## config.mk

```make
export PLATFORM = sky130hd
export DESIGN_NAME = mole_hit_detector
export DESIGN_NICKNAME = d
export VERILOG_FILES = /design/src/rtl/mole_hit_detector.sv
export SDC_FILE = /design/constraint.sdc
export NUM_CORES = 1
export LEC_CHECK = 0
export ABC_AREA = 1
export BUFFER_PORTS_ARGS = -buffer_cell sky130_fd_sc_hd__buf_2
export CAP_MARGIN = 20
export CORE_UTILIZATION = 56
export DETAILED_ROUTE_END_ITERATION = 16
export PLACE_DENSITY = 0.76
export SLEW_MARGIN = 10
export SYNTH_ARGS = -nofsm -noshare
export SYNTH_HDL_FRONTEND = slang
export SYNTH_SLANG_ARGS = --single-unit
```

## constraint.sdc

```tcl
create_clock -name clkIn -period 3.17 [get_ports clkIn]
set_input_delay 0.1585 -clock clkIn [delete_from_list [all_inputs] [get_ports clkIn]]
set_output_delay 0.1585 -clock clkIn [all_outputs]
set_load 0.02 [all_outputs]
```

## src/rtl/mole_hit_detector.sv

```systemverilog
// mole_hit_detector: synchronizes and debounces mole buttons, arbitrates presses and reports hit/miss.
// Defining MOLE_HIT_MISS_CNT_EN adds a saturating miss_count output.
module mole_hit_detector #(
   parameter int unsigned NUM_MOLES       = 4,
   parameter int unsigned DEBOUNCE_CYCLES = 1000000,
   parameter int unsigned DB_CNT_W        = 20
) (
   input  logic                         clkIn,
   input  logic                         reset,
   input  logic                         game_active,
   input  logic [NUM_MOLES-1:0]         btn,
   input  logic [NUM_MOLES-1:0]         mole_mask,
   output logic                         player_scored,
   output logic [NUM_MOLES-1:0]         mole_clear,
   output logic                         miss,
   output logic [$clog2(NUM_MOLES)-1:0] hit_idx
`ifdef MOLE_HIT_MISS_CNT_EN
   ,
   output logic [7:0]                   miss_count
`endif
);

   localparam int unsigned         IDX_W   = $clog2(NUM_MOLES);
   localparam logic [DB_CNT_W-1:0] DB_LAST = DB_CNT_W'(DEBOUNCE_CYCLES - 1);

   typedef enum logic [1:0] {IDLE, EVAL, LOCKOUT} state_t;

   state_t               state_q, state_d;
   logic [NUM_MOLES-1:0] sync1_q, sync2_q;
   logic [NUM_MOLES-1:0] db_q, db_d, db_prev_q;
   logic [DB_CNT_W-1:0]  cnt_q [NUM_MOLES];
   logic [DB_CNT_W-1:0]  cnt_d [NUM_MOLES];
   logic [NUM_MOLES-1:0] press;
   logic                 press_any;
   logic [IDX_W-1:0]     win_idx;
   logic [IDX_W-1:0]     hit_idx_q, hit_idx_d;
   logic                 player_scored_q, player_scored_d;
   logic                 miss_q, miss_d;
   logic [NUM_MOLES-1:0] mole_clear_q, mole_clear_d;

   // Input synchronizers, debounced levels and their one-cycle-delayed copy
   always_ff @(posedge clkIn or posedge reset) begin
      if (reset) begin
         sync1_q   <= '0;
         sync2_q   <= '0;
         db_q      <= '0;
         db_prev_q <= '0;
         for (int i = 0; i < int'(NUM_MOLES); i++) cnt_q[i] <= '0;
      end else begin
         sync1_q   <= btn;
         sync2_q   <= sync1_q;
         db_q      <= db_d;
         db_prev_q <= db_q;
         for (int i = 0; i < int'(NUM_MOLES); i++) cnt_q[i] <= cnt_d[i];
      end
   end

   // A differing level must persist DEBOUNCE_CYCLES samples before it is accepted
   always_comb begin
      db_d = db_q;
      for (int i = 0; i < int'(NUM_MOLES); i++) begin
         cnt_d[i] = '0;
         if (sync2_q[i] != db_q[i]) begin
            if (cnt_q[i] == DB_LAST) db_d[i] = sync2_q[i];
            else                     cnt_d[i] = cnt_q[i] + DB_CNT_W'(1);
         end
      end
   end

   assign press     = db_q & ~db_prev_q;
   assign press_any = |press;

   // Lowest-index press wins; scan downwards so the lowest set bit is assigned last
   always_comb begin
      win_idx = '0;
      for (int i = int'(NUM_MOLES) - 1; i >= 0; i--) begin
         if (press[i]) win_idx = IDX_W'(i);
      end
   end

   always_ff @(posedge clkIn or posedge reset) begin
      if (reset) state_q <= IDLE;
      else       state_q <= state_d;
   end

   always_comb begin
      state_d = state_q;
      case (state_q)
         IDLE:    if (press_any) state_d = EVAL;
         EVAL:    state_d = LOCKOUT;
         LOCKOUT: if (db_q == '0) state_d = IDLE;
         default: state_d = IDLE;
      endcase
      if (!game_active) state_d = IDLE;
   end

   always_comb begin
      hit_idx_d       = hit_idx_q;
      player_scored_d = 1'b0;
      miss_d          = 1'b0;
      mole_clear_d    = '0;
      if (game_active) begin
         case (state_q)
            IDLE: if (press_any) hit_idx_d = win_idx;
            EVAL: begin
               if (mole_mask[hit_idx_q]) begin
                  player_scored_d = 1'b1;
                  mole_clear_d    = NUM_MOLES'(1) << hit_idx_q;
               end else begin
                  miss_d = 1'b1;
               end
            end
            default: ;
         endcase
      end
   end

   always_ff @(posedge clkIn or posedge reset) begin
      if (reset) begin
         hit_idx_q       <= '0;
         player_scored_q <= 1'b0;
         miss_q          <= 1'b0;
         mole_clear_q    <= '0;
      end else begin
         hit_idx_q       <= hit_idx_d;
         player_scored_q <= player_scored_d;
         miss_q          <= miss_d;
         mole_clear_q    <= mole_clear_d;
      end
   end

   assign player_scored = player_scored_q;
   assign miss          = miss_q;
   assign mole_clear    = mole_clear_q;
   assign hit_idx       = hit_idx_q;

`ifdef MOLE_HIT_MISS_CNT_EN
   logic [7:0] miss_cnt_q, miss_cnt_d;

   // Counts alongside the miss pulse; saturates and clears outside a game
   always_comb begin
      miss_cnt_d = miss_cnt_q;
      if (!game_active)                         miss_cnt_d = '0;
      else if (miss_d && miss_cnt_q != 8'hFF)   miss_cnt_d = miss_cnt_q + 8'd1;
   end

   always_ff @(posedge clkIn or posedge reset) begin
      if (reset) miss_cnt_q <= '0;
      else       miss_cnt_q <= miss_cnt_d;
   end

   assign miss_count = miss_cnt_q;
`endif

endmodule

```

# Yosys cells after proc, flatten, opt, wreduce, memory -nomap -nowiden
# Cells that the tools add are included.
[totals] in_bits=11 wordCells=72 register_bits=106
[op_classes] n_mux=27 n_reduce_logical=9 magnitude_cmp=1 bitwise=2 n_eq_ne=12 addsub=4 n_shift=1
[ops] operator="two-way mux 20 bit" n=8
[ops] operator="adder 20 x 1 -> 20 bit, second input constant" n=4
[ops] operator="equality test 20 bit, second input constant" n=4
[ops] operator="two-way mux 2 bit" n=7
[ops] operator="two-way mux 4 bit" n=3
[ops] operator="AND reduction 2 bit" n=5
[ops] operator="two-way mux 1 bit" n=7
[ops] operator="!= test 3 bit, second input constant" n=2
[ops] operator="one-hot mux 2 bit (3 select lines)" n=1
[ops] operator="AND 4 bit" n=1
[ops] operator="logical NOT 4 bit" n=1
[ops] operator="!= test 1 bit" n=4
[ops] operator="NOT 4 bit" n=1
[ops] operator="OR reduction 4 bit" n=1
[ops] operator="left shift 1 x 2 -> 4 bit, first input constant" n=1
[ops] operator="< comparator 2 x 3 -> 1 bit, second input constant" n=1
[ops] operator="AND reduction 3 bit" n=1
[ops] operator="binary-select mux 1 bit (select 2 bit)" n=1
[ops] operator="equality test 2 x 1 -> 1 bit, second input constant" n=1
[ops] operator="equality test 2 bit, second input constant" n=1
[ops] operator="logical NOT 2 bit" n=1

# Depth between registers and ports, before layout
[depth] ltp_word=6 ltp_mapped=9

# Least setup slack after synthesis
# No wires, ideal clock.
[synth_timing] path_type="reg2reg" from="reg cnt_q[40] in the netlist's numbering" to="reg cnt_q[49] in the netlist's numbering" path_stages_with_launch=7 arrival_ns=1.155 t_required_ns=3.050 slack_ns=1.895 path_cell_list="dfrtp_1 > ha_1 > nand3_2 > nor2_2 > nand3_2 > nand2_2 > nor2_1"
[synth_lines] element="from (decl)" line="31" text="logic [DB_CNT_W-1:0] cnt_q [NUM_MOLES];"

==> parameters.txt <==
Parameter                              Value

Critical path
  Worst Setup End Kind    register
  Critical Path Start Type    register
  Largest fanout of any net on the critical path    7
  Required @ worst endpoint    3.43 ns
  R2R Path Start    cnt_q[40]$_DFF_PP0_
  CP Class    register to register
  Data arrival time of the worst path    1.74 ns
  Critical Path Source    cnt_q[40]$_DFF_PP0_

Drt
  Antenna-violating nets left    0
  DRC violation count after routing    0
  Number of detailed-routing iterations run before antenna repair    5
  Post-Route WL    between 10000 and 15000 um
  DR WL/cell    12.43 um
  Number of vias per cell    approximately 5.1
  Starting DRT DRC Count    between 150 and 200
  Vias    between 4000 and 5000

Pwr
  Psw    547.1 uW
  Portion of total power attributed to the clock network    36.3%
  Sequential share of power    between 50% and 60%
  Maximum VDD drop    0.0003251 V
  Leak    around 2.7 nW
  Part of the power in combinational logic    3.9%
  Net Sw Frac    23.62%
  Power density over the cells    386.7 mW/mm2
  Internal Power    1.769 mW

Placement
  Count of buffers inserted at the top-level ports    18
  Total instance count after detailed placement    827
  Placer Congestion    0.9284
  DP Wirelength    7916 um
  Worst slack after detailed placement    around 1.7 ns

Timing
  Post-layout worst setup margin    1.694 ns
  Unrepaired setup endpoints after global routing    no
  Number of hold-slack violations in the final timing report    0
  Fin. max-slew vios    0
  Fin Setup TNS    0 ns
  Max Clk Rate    677.4 MHz
  Final Skew    0.008431 ns
  Worst-margin pin slew    about 0.79 ns
  Final critical-path share of the clock period    46.57%
  Slew headroom    47.20%
  Post-route minimum period    1.476 ns
  Final setup violating endpoints    0

Clock network
  Clock buffer count from CTS    9
  Master cell of the clock root buffer    sky130_fd_sc_hd__clkbuf_8
  CTS tree    yes
  Number of H-tree branching levels    3
  Total number of clock tree sinks    106
  Clock latency on the worst-skew pair    0.37 ns
  Number of buffers added for setup after CTS    0
  Maximum count of clock buffers along a single path    2
  Clk slew on worst S/H paths    0.10 ns
  Post-CTS Hold Buffers    5
  Cells resized by post-CTS repair    0

Floorplanning
  Number of primary I/O pins    19
  Die extent in x    100.9 um
  Initial Util    58.40%
  Area of the die    approximately 0.01 mm2
  Floorplan Core Area    0.009371 mm2
  Std-Cell Rows    35
  Die span in y    100.9 um

Final layout
  Final Instance Count excl. Fillers    about 850
  Most frequent cells in the layout    sky130_fd_sc_hd__nor2_1, sky130_fd_sc_hd__nand2_1, sky130_fd_sc_hd__dfrtp_1
  Post-synthesis to final-layout area growth    9.442%
  Number of diodes    0
  NumNets Final    729
  Most frequent standard cell in the layout excluding fill and tap cells    sky130_fd_sc_hd__nor2_1
  Filler cells    840
  Layout cell share with drive strength beyond 1    about an eighth

Synth
  Count of state elements after synthesis    between 100 and 150
  Average footprint of a synthesized cell    8.060 um2
  Netlist area before placement    around 0.0055 mm2
  Yosys warns    0
  Part of the Yosys area used for sequential elements    48.47%
  Number of instances in the synthesized netlist    679
  Unique cell type count in the Yosys netlist    28
  Number of nets in the synthesized netlist    approximately 700

Global routing
  Global-route total usage across every layer    22.90%
  Total congestion overflow    0
  Vias in the first global route    4152
  Number of antenna violations at the first check in global routing    0
  Largest net degree at the start of global routing    69
  Global-route wire length before repair    18270 um

Run status
  Run status    finished clean

Min path
  Launch instance of the worst min-delay path    mole_mask[1]
  Path class of the lowest-slack min-delay path    primary input to register

Job
  Number of maximum-capacitance violations    0
## registers in the layout, summed over array words and instances (netlist names), 2 cells and up
name        flops
db_prev_q       4
sync1_q         4
mole_clear      4
state_q         2
sync2_q         4
hit_idx         2
db_q            4
cnt_q          80
## cell families (layout without fill, tap and decap cells)
kind of cell / Yosys count / in the layout / share of synthesized area, %
xor gates and xnor gates: 47 / 47 / 7.933
and+or+nand+nor: 418 / 418 / 34.59
AOI/OAI and AO/OA: 29 / 29 / 2.926
DFF: 106 / 106 / 48.47
buffers and inverters: 75 / 115 / 5.167
adders and majority gates: 4 / 4 / 0.9145
## routing by layer
metal  share of wire, %  track usage (%)
met4                1.5            7.804
met5                  0                0
met1                 46            30.06
met3                4.6            4.369
met2                 48            38.25
## final timing paths
check	to	slack (ns)	cells after the start
max	cnt_q[49]$_DFF_PP0_	1.69	6
min	mole_clear[1]$_DFF_PP0_	0.05	3
max reg2reg	cnt_q[49]$_DFF_PP0_	1.69	6
min reg2reg	sync2_q[3]$_DFF_PP0_	0.36	0
max in group asynchronous	mole_clear[0]$_DFF_PP0_	1.92	4
min in group asynchronous	sync1_q[0]$_DFF_PP0_	0.48	3
## metrics by stage
step | util [%] | instance area, um2 | power (mW) | hold slack, ns
6_report | 63.91 | 5989 | 2.316 | 0.05325
4_1_cts | 63.91 | 5989 | 2.352 | 0.03581
3_5_place_dp | 61.21 | 5737 | 1.501 | 0.2678
5_1_grt | 63.91 | 5989 | 2.407 | 0.04632
2_1_floorplan | - | 5473 | 1.471 | 0.1899
3_3_place_gp | 61.21 | 5737 | 1.497 | 0.2667
## critical path: stages, from the launching register on
cell                      delay (ns)
sky130_fd_sc_hd__dfrtp_1        0.40
sky130_fd_sc_hd__ha_1           0.23
sky130_fd_sc_hd__nand3_2        0.12
sky130_fd_sc_hd__nor2_2         0.19
sky130_fd_sc_hd__nand3_2        0.19
sky130_fd_sc_hd__nand2_2        0.17
sky130_fd_sc_hd__nor2_1         0.07
## power by group through the flow
stage / Clock (mW) / Sequential, mW / Combinational (mW)
after floorplan: 0 / 1.41 / 0.0635
after global placement: 0 / 1.41 / 0.0869
after detailed placement: 0 / 1.41 / 0.0902
after CTS: 0.872 / 1.38 / 0.0952
after global routing: 0.912 / 1.39 / 0.107
final: 0.840 / 1.38 / 0.0915
## cell usage after synthesis
library cell               instances  area (um2)
sky130_fd_sc_hd__nor3_1           10       50.05
sky130_fd_sc_hd__inv_2             5       18.77
sky130_fd_sc_hd__a21boi_0          1       7.510
sky130_fd_sc_hd__nand4_1          12       75.07
sky130_fd_sc_hd__xor2_2            3       48.80
sky130_fd_sc_hd__nand2_2          13       81.33
sky130_fd_sc_hd__buf_2             1       5.000
sky130_fd_sc_hd__nor4_1            1       6.260
sky130_fd_sc_hd__o21bai_1          5       37.54
sky130_fd_sc_hd__nand2_1         116       435.4
sky130_fd_sc_hd__nor3b_2           1       12.51
sky130_fd_sc_hd__xnor2_1          15       131.4
sky130_fd_sc_hd__inv_1            69       259.0
sky130_fd_sc_hd__nor2_2           12       75.07
sky130_fd_sc_hd__o21ai_0           7       35.03
sky130_fd_sc_hd__nand3_1          63       315.3
sky130_fd_sc_hd__ha_1              4       50.05
sky130_fd_sc_hd__o21ai_1           7       35.03
sky130_fd_sc_hd__and2_1            1       6.260
sky130_fd_sc_hd__nor2_1          168       630.6
sky130_fd_sc_hd__or2_1             2       12.51
sky130_fd_sc_hd__nor2_4            8       90.09
sky130_fd_sc_hd__nand3_2           8       80.08
sky130_fd_sc_hd__dfrtp_1         106        2653
sky130_fd_sc_hd__nor3b_1           2       15.01
sky130_fd_sc_hd__xor2_1           29       254.0
sky130_fd_sc_hd__a21oi_1           9       45.04
sky130_fd_sc_hd__nand3b_1          1       7.510
## cell type report
| class | count | area (um2) | share of cell area, % |
|---|---|---|---|
| Clock buffer | 9 | 123.9 | 2.068 |
| Clock inverter | 7 | 78.83 | 1.316 |
| Inverter | 74 | 280.3 | 4.679 |
| Multi-Input combinational cell | 498 | 2537 | 42.36 |
| Sequential cell | 106 | 2653 | 44.29 |
| Tap cell | 129 | 161.4 | 2.695 |
| Timing Repair Buffer | 25 | 155.1 | 2.590 |
Note: power is estimated with default switching activity, not from simulation.
